File: src/rtl/sat_pkg.sv
// Shared sizing for the SAT clause hardware: default clause width,
// default variable count and the index-width helper.
package sat_pkg;

   localparam int DEFAULT_VAR_PER_CLAUSE = 5;
   localparam int DEFAULT_NUM_VARIABLE   = 128;

   // Never returns 0, so a one-entry table still gets a usable 1-bit index.
   function automatic int varWidth(input int count);
      return (count <= 1) ? 1 : $clog2(count);
   endfunction

endpackage

File: src/rtl/sub_clause_literal_select.sv
// Counts the active unassigned slots and selects the variable index and polarity
// of the selected slot. The selection is meaningful only when exactly one slot is set.
module sub_clause_literal_select
   import sat_pkg::*;
#(
   parameter int VAR_PER_CLAUSE = DEFAULT_VAR_PER_CLAUSE,
   parameter int NUM_VARIABLE   = DEFAULT_NUM_VARIABLE,
   localparam int VW = varWidth(NUM_VARIABLE),
   localparam int SW = varWidth(VAR_PER_CLAUSE)
) (
   input  logic [VAR_PER_CLAUSE-1:0]         activeUnassigned_i,
   input  logic [VAR_PER_CLAUSE-1:0][VW-1:0] variable_i,
   input  logic [VAR_PER_CLAUSE-1:0]         pole_i,
   output logic                              countIsOne_o,
   output logic [SW-1:0]                     slot_o,
   output logic [VW-1:0]                     selVariable_o,
   output logic                              selPole_o
);

   localparam int CW = $clog2(VAR_PER_CLAUSE + 1);

   logic [CW-1:0] unassignedCount;

   // A plain population count; the last set slot wins the mux, which is
   // unambiguous whenever the count is one.
   always_comb begin
      unassignedCount = '0;
      slot_o          = '0;
      selVariable_o   = '0;
      selPole_o       = 1'b0;
      for (int i = 0; i < VAR_PER_CLAUSE; i++) begin
         unassignedCount = unassignedCount + CW'(activeUnassigned_i[i]);
         if (activeUnassigned_i[i]) begin
            slot_o        = SW'(i);
            selVariable_o = variable_i[i];
            selPole_o     = pole_i[i];
         end
      end
   end

   assign countIsOne_o = (unassignedCount == CW'(1));

endmodule

File: src/rtl/sub_clause_evaluator.sv
// Evaluates one sub-clause under the current partial assignment and registers
// whether it is unit (with the implied literal) or in conflict.
module sub_clause_evaluator
   import sat_pkg::*;
#(
   parameter int VAR_PER_CLAUSE = DEFAULT_VAR_PER_CLAUSE,
   parameter int NUM_VARIABLE   = DEFAULT_NUM_VARIABLE,
   localparam int VW = varWidth(NUM_VARIABLE),
   localparam int SW = varWidth(VAR_PER_CLAUSE)
) (
   input  logic                              clock,
   input  logic                              reset,
   input  logic [VAR_PER_CLAUSE-1:0]         unassign,
   input  logic [VAR_PER_CLAUSE-1:0]         clause_mask,
   input  logic [VAR_PER_CLAUSE-1:0]         clause_pole,
   input  logic [VAR_PER_CLAUSE-1:0]         val,
   input  logic [VAR_PER_CLAUSE-1:0][VW-1:0] variable,
   output logic                              new_val,
   output logic [VW-1:0]                     implied_variable,
   output logic                              unit_clause,
   output logic                              conflict
);

   logic [VAR_PER_CLAUSE-1:0] activeUnassigned;
   logic [VAR_PER_CLAUSE-1:0] activeTrue;
   logic                      anyActive;
   logic                      anyTrue;
   logic                      countIsOne;
   logic [SW-1:0]             selSlot;
   logic [VW-1:0]             selVariable;
   logic                      selPole;

   logic                      unit_d,     unit_q;
   logic                      conflict_d, conflict_q;
   logic                      newVal_d,   newVal_q;
   logic [VW-1:0]             implied_d,  implied_q;

   // An assigned literal is true when its value differs from its negation flag.
   assign activeUnassigned = clause_mask & unassign;
   assign activeTrue       = clause_mask & ~unassign & (val ^ clause_pole);
   assign anyActive        = |clause_mask;
   assign anyTrue          = |activeTrue;

   sub_clause_literal_select #(
      .VAR_PER_CLAUSE(VAR_PER_CLAUSE),
      .NUM_VARIABLE  (NUM_VARIABLE)
   ) u_select (
      .activeUnassigned_i(activeUnassigned),
      .variable_i        (variable),
      .pole_i            (clause_pole),
      .countIsOne_o      (countIsOne),
      .slot_o            (selSlot),
      .selVariable_o     (selVariable),
      .selPole_o         (selPole)
   );

   // Unit needs a lone unassigned literal and no satisfied one; the slot
   // lookup confirms the mux really landed on that live literal.
   always_comb begin
      unit_d     = countIsOne && !anyTrue && activeUnassigned[selSlot];
      conflict_d = anyActive && (activeUnassigned == '0) && !anyTrue;
      newVal_d   = 1'b0;
      implied_d  = '0;
      if (unit_d) begin
         newVal_d  = ~selPole;
         implied_d = selVariable;
      end
   end

   always_ff @(posedge clock or posedge reset) begin
      if (reset) begin
         unit_q     <= 1'b0;
         conflict_q <= 1'b0;
         newVal_q   <= 1'b0;
         implied_q  <= '0;
      end else begin
         unit_q     <= unit_d;
         conflict_q <= conflict_d;
         newVal_q   <= newVal_d;
         implied_q  <= implied_d;
      end
   end

   assign unit_clause      = unit_q;
   assign conflict         = conflict_q;
   assign new_val          = newVal_q;
   assign implied_variable = implied_q;

endmodule

File: config.mk
export PLATFORM = sky130hd
export DESIGN_NAME = sub_clause_evaluator
export DESIGN_NICKNAME = d
export VERILOG_FILES = /design/src/rtl/sat_pkg.sv /design/src/rtl/sub_clause_literal_select.sv /design/src/rtl/sub_clause_evaluator.sv
export SDC_FILE = /design/constraint.sdc
export NUM_CORES = 1
export LEC_CHECK = 0
export BUFFER_PORTS_ARGS = -buffer_cell sky130_fd_sc_hd__buf_2
export CAP_MARGIN = 20
export CORE_MARGIN = 2
export CORE_UTILIZATION = 40
export CTS_BUF_LIST = sky130_fd_sc_hd__clkbuf_2 sky130_fd_sc_hd__clkbuf_4 sky130_fd_sc_hd__clkbuf_8
export DETAILED_ROUTE_END_ITERATION = 12
export PLACE_DENSITY_LB_ADDON = 0.08
export REMOVE_ABC_BUFFERS = 1
export SETUP_SLACK_MARGIN = 0.15
export SLEW_MARGIN = 10
export SYNTH_ARGS = -nofsm -noshare
export SYNTH_HDL_FRONTEND = slang
export SYNTH_HIERARCHICAL = 1
export SYNTH_SLANG_ARGS = --single-unit
File: constraint.sdc
create_clock -name clock -period 0.8 [get_ports clock]
set_input_delay 0.2 -clock clock [delete_from_list [all_inputs] [get_ports clock]]
set_output_delay 0.2 -clock clock [all_outputs]
set_load 0.02 [all_outputs]
## Yosys cells after proc, flatten, opt, wreduce, memory -nomap -nowiden

Cells that the tools add are included.

| storage, ports and cells | value |
|---|---|
| output and inout bits | 10 |
| flip-flop bits (word level) | 10 |

| cells by class | value |
|---|---|
| bitwise logic cells | 6 |
| order comparisons | 1 |
| reduce and logical (&&, ||, !) cells | 8 |
| muxes and demuxes | 18 |
| $add $sub $neg | 4 |
| equality and inequality tests | 1 |

Operators with widths:

| operator | number |
|---|---|
| 7-bit two-way mux | 6 |
| 5-bit bitwise AND | 3 |
| 5-bit OR reduction | 2 |
| 3-bit by 1-bit adder with 3-bit output | 3 |
| 1-bit two-way mux | 8 |
| 5-bit logical NOT | 1 |
| 5-bit inverter | 1 |
| 5-bit bitwise XOR | 1 |
| 1-bit logical AND | 4 |
| 3-bit by 4-bit less-than comparator with 1-bit output, second input constant | 1 |
| 2-bit two-way mux | 2 |
| 1-bit binary-select mux with 3-bit select | 1 |
| 3-bit by 1-bit == test with 1-bit output, second input constant | 1 |
| 3-bit two-way mux | 1 |
| 1-bit by 1-bit adder with 2-bit output | 1 |
| 1-bit logical NOT | 1 |
| 1-bit inverter | 1 |

## Depth between registers and ports, before layout

| logic depth | value |
|---|---|
| word-level depth | 9 |
| gate-level depth with buffers | 12 |
| depth with buffers taken out | 10 |

## By module

Netlist, hierarchy kept.

Modules (own cells, without submodules):

| module | times used | sequential area each (sq um) | area an instance (sq um) | cells an instance |
|---|---|---|---|---|
| sub_clause_evaluator | 1 | 250.2 | 538.0 | 47 |
| sub_clause_literal_select | 1 | 0.0 | 528.0 | 70 |

## Worst setup path before layout

No wires, ideal clock.

| timing | value |
|---|---|
| path kind | input port to flip-flop |
| start | input unassign[3] |
| end | register implied_q[0] (netlist: implied_variable[0]) |
| setup time | 0.091 ns |
| stages | 12 |
| setup slack | -2.118 ns |
| data arrival time | 2.827 ns |
| cell sequence | and2_4 > buf_2 > buf_2 > inv_1 > fa_1 > inv_1 > fa_1 > ha_1 > nor3b_1 > and4_1 > a31oi_4 > nor3b_1 |

| between the ends | value |
|---|---|
| elaborated cells between the ends (all ways) | 18 |

RTL lines:

| element | line | source |
|---|---|---|
| start, declared | sub_clause_evaluator.sv:13 | `input logic [VAR_PER_CLAUSE-1:0] unassign,` |
| 5-bit bitwise AND | sub_clause_evaluator.sv:39 | `assign activeUnassigned = clause_mask & unassign;` |
| 3-bit by 1-bit adder with 3-bit output (2 in a row) | sub_clause_literal_select.sv:32 | `unassignedCount = unassignedCount + CW'(activeUnassigned_i[i]);` |
| 3-bit by 1-bit == test with 1-bit output | sub_clause_literal_select.sv:41 | `assign countIsOne_o = (unassignedCount == CW'(1));` |
| named net countIsOne | sub_clause_evaluator.sv:28 | `logic countIsOne;` |
| 1-bit logical AND (2 in a row) | sub_clause_evaluator.sv:60 | `unit_d = countIsOne && !anyTrue && activeUnassigned[selSlot];` |
| 7-bit two-way mux | sub_clause_evaluator.sv:64 | `if (unit_d) begin` |
| named net implied_d[0] | sub_clause_evaluator.sv:36 | `logic [VW-1:0] implied_d, implied_q;` |
| end signal, assigned | sub_clause_evaluator.sv:80 | `implied_q <= implied_d;` |
| end, declared | sub_clause_evaluator.sv:36 |  |

The timed path passes the listed nets, and every way through them passes these cells. The select of a mux whose other input is x is not followed.

## Worst setup path in the final report

| timing | value |
|---|---|
| start | input unassign[0] |
| end | register implied_q[3] (netlist: implied_variable[3]) |

| between the ends | value |
|---|---|
| longest elaborated chain between the ends | 9 |
| elaborated cells between the ends (all ways) | 21 |

Ends and longest elaborated chain:

| element | line | source |
|---|---|---|
| 5-bit bitwise AND | sub_clause_evaluator.sv:39 |  |
| named net activeUnassigned[0] | sub_clause_evaluator.sv:24 | `logic [VAR_PER_CLAUSE-1:0] activeUnassigned;` |
| 1-bit by 1-bit adder with 2-bit output | sub_clause_literal_select.sv:32 |  |
| 3-bit by 1-bit adder with 3-bit output (3 in a row) | sub_clause_literal_select.sv:32 |  |
| 3-bit by 1-bit == test with 1-bit output | sub_clause_literal_select.sv:41 |  |
| named net countIsOne | sub_clause_evaluator.sv:28 |  |
| 1-bit logical AND (2 in a row) | sub_clause_evaluator.sv:60 |  |
| 7-bit two-way mux | sub_clause_evaluator.sv:64 |  |
| named net implied_d[3] | sub_clause_evaluator.sv:36 |  |

The timed path passes the listed nets, and every way through them passes these cells. The select of a mux whose other input is x is not followed.

==> impl_metrics.yaml <==
timing:
  slew_viol_final: 0
  grt_setup_unrepaired: "yes"
  setup_viol_count_final: 20
  number_of_endpoints_with_negative_hold_slack_in_the_final_report: 10
  slew_worst_pin_ps: 364
  post-route-period-util_pct: 284
  max_slew_margin_pct: 75.7
  layout_setup_ws_ps: -1470
  post-route-min-period_ps: 2270
  max_freq_mhz: 441
  final.hold.worst_slack_ps: -104
drt:
  firstDrtPassIters: 4
  route.detailed.drc: 0
  detail_route.wl_per_cell_um: 12.4
  detail_route.vias_per_cell: 5.04
  drt-initial-drc-count: 35
  routed_wl_um: 2940
  vias: 1194
  route.antenna.remaining_nets: 0
yosys:
  postSynthRegisterBits: 10
  synth_top_cell_by_area: "dfrtp_1"
  seq_area_frac_synth_pct: 23.5
  avgSynthCellArea_um2: 9.11
  count_of_flip_flops_with_a_built_in_enable_after_synthesis: 0
  post_synth_inst_count: 117
  netlist.area_leader.share_pct: 23.5
  synth_top_cells_by_area: "dfrtp_1 23%, a2bb2oi_2 11%, nand3b_1 7.7%"
  synth_flop_cell: "dfrtp_1"
  synth_most_common_cell: "inv_1"
  post_synth_instance_area_um2: 1070
  yosysUniqueCellTypes: 28
  synth-async-reset-ratio_pct: 100
  synth_warnings: 6
  synth_common_cells: "17 x inv_1, 11 x nand3b_1, 10 x a21oi_1, 10 x dfrtp_1"
pwr:
  power.leakage_nw: 0.914
  worst_ir_drop_vdd_v: 0.000628
  power_per_cell_area_nw_per_um2: 1040
  overall_power_w: 0.00190
min_path:
  class_of_the_most_critical_hold_timing_path: "in2async"
global_routing:
  global_route.overflow_total: 0
  first_pass_grt_wire_length_um: 4710
  grtUsageTotal_pct: 18.4
  grt_max_degree: 21
  vias_in_the_first_global_route: 1151
  antenna_violations_before_repair: 0
clock_tree:
  tritoncts: "yes"
  htree_num_levels: 1
  clkSlewWorstSetupHoldPaths_ps: 70
  cts_buffer_depth: 2
  cts-root-buf: "clkbuf_4"
  cts_inserted_buffers: 3
  cts_sinks: 10
outcome:
  violations: "hold timing, setup timing"
  status: "complete, but fails checks"
critical_path:
  timing.critical_path.required_ps: 980
  cp-start-kind: "primary input"
  critPathMostFrequentCell: "inv_2"
  timing.critical_path.cells: "buf_6 > and2_4 > inv_2 > fa_1 > inv_2 > fa_2 > ha_4 > nor3b_4 > and4_4 > a31oi_4 > buf_12 > nor3b_2"
  cp.arrival_ps: 2450
  path_max_fanout: 8
  setup.worst_path.end_class: "register"
  worstSetupPathType: "in2reg"
  worst_path_max_delay_cell: "fa_1"
  critical_path_s_largest_stage_delay_ps: 540
placed_design:
  hpwlAfterDp_um: 2290
  place.gp.congestion: 0.743
  placement.cell_area_um2: 1530
  port-buffer-count: 66
  pre_cts_slack_ps: -1800
floorplan:
  boundaryPins: 67
  die_height_um: 55.6
  dieArea_um2: 3090
  floorplan.initialDensity_pct: 42.6
  coreArea_um2: 2500
  row_count: 18
  die_width_um: 55.6
cells_and_area:
  num-fill-cells: 180
  area_growth_syn_to_layout_pct: 71.9
  proportion_of_layout_cells_with_a_drive_suffix_above_1_pct: 62.8
  finish.instance_area_um2: 1830
  end_of_flow_core_utilization_pct: 73.3
  antenna_cells: 0
  nets: 268
flow_run:
  drv.max_cap_violation_count: 0
==> worst max-delay path, delay by kind of cell <==
| family | cells | cell delay, ps |
|---|---|---|
| adder cells (fa/ha/maj) | 3 | 1170 |
| AND/OR/NAND/NOR | 4 | 710 |
| buffers and inverters | 4 | 310 |
| AO/OA/AOI/OAI | 1 | 50 |
==> how the worst max path moves through the flow <==
stage | from | end | slack [ps]
final | unassign[0] | implied_variable[3]$_DFF_PP0_ | -1470
after global routing | unassign[0] | implied_variable[3]$_DFF_PP0_ | -1530
after CTS | clause_mask[0] | implied_variable[2]$_DFF_PP0_ | -1430
after detailed placement | unassign[0] | implied_variable[3]$_DFF_PP0_ | -1800
after global placement | unassign[0] | implied_variable[3]$_DFF_PP0_ | -1730
after floorplan | unassign[3] | implied_variable[0]$_DFF_PP0_ | -1850
==> placed cells by master (no fill, tap or decap), drive strengths merged, types with 2 or more instances in the layout <==
cell type,netlist,final
dfrtp,10,10
fa,2,2
nor3b,8,8
and2,5,5
a221o,8,8
clkbuf,1,4
a21oi,10,10
nor3,2,2
inv,17,17
nand2,8,8
a2bb2oi,8,8
xor2,5,5
nand3b,11,11
nor2,5,5
buf,7,94
==> state kept, by name, summed over array words and instances (netlist names) <==
| register | cells |
|---|---|
| unit_clause | 1 |
| new_val | 1 |
| conflict | 1 |
| implied_variable | 7 |
==> logic make-up after synthesis <==
kind of cell,count (synthesis),share of synthesized area (%)
AND/OR/NAND/NOR,45,28.6
AO/OA/AOI/OAI,28,26.3
buffers and inverters,25,10.4
flip-flops,10,23.5
XOR/XNOR,5,4.11
adder cells (fa/ha/maj),3,4.93
multiplexers,1,2.11
==> layout make-up <==
cell class,instances,area [µm²],area share (%)
clock buffers,4,36.3,1.98
inverters,17,63.8,3.48
multi-input cells,82,778,42.5
flip-flops and latches,10,250,13.7
well taps,30,37.5,2.05
repair buffers,94,667,36.4
==> per-layer routing <==
layer	GRT usage [%]	share of wire, %	up-vias
met5	0	0	-
met4	6.97	0.65	0
met3	1.86	4.9	2
met2	35.2	55	41
met1	20.8	40	554
li1	-	-	597
==> through the flow <==
stage | hold slack, ps | TNS, ps | std cells
after floorplan | 40.2 | -17050 | 109
final | -104 | -15090 | 237
after global placement | 180 | -16170 | 224
after CTS | -94.5 | -14850 | 230
after detailed placement | 186 | -16820 | 224
after global routing | -82.1 | -15900 | 237
==> power by group <==
part           switching (W)  total (W)  internal [W]
clock network       0.000163   0.000439      0.000275
registers         0.00000849   0.000532      0.000524
logic               0.000391   0.000928      0.000537
total               0.000563    0.00190       0.00134
==> repair_timing <==
item / 4_1_cts / 5_1_grt
pin swaps: 4 / 16
endpoints found under the setup margin: 20 / 20
gates resized for setup: 39 / 9
endpoints found under the hold margin: 10 / 10
buffers inserted: 2 / 7
gates cloned: 0 / 0
(Power assumes the default switching activity.)
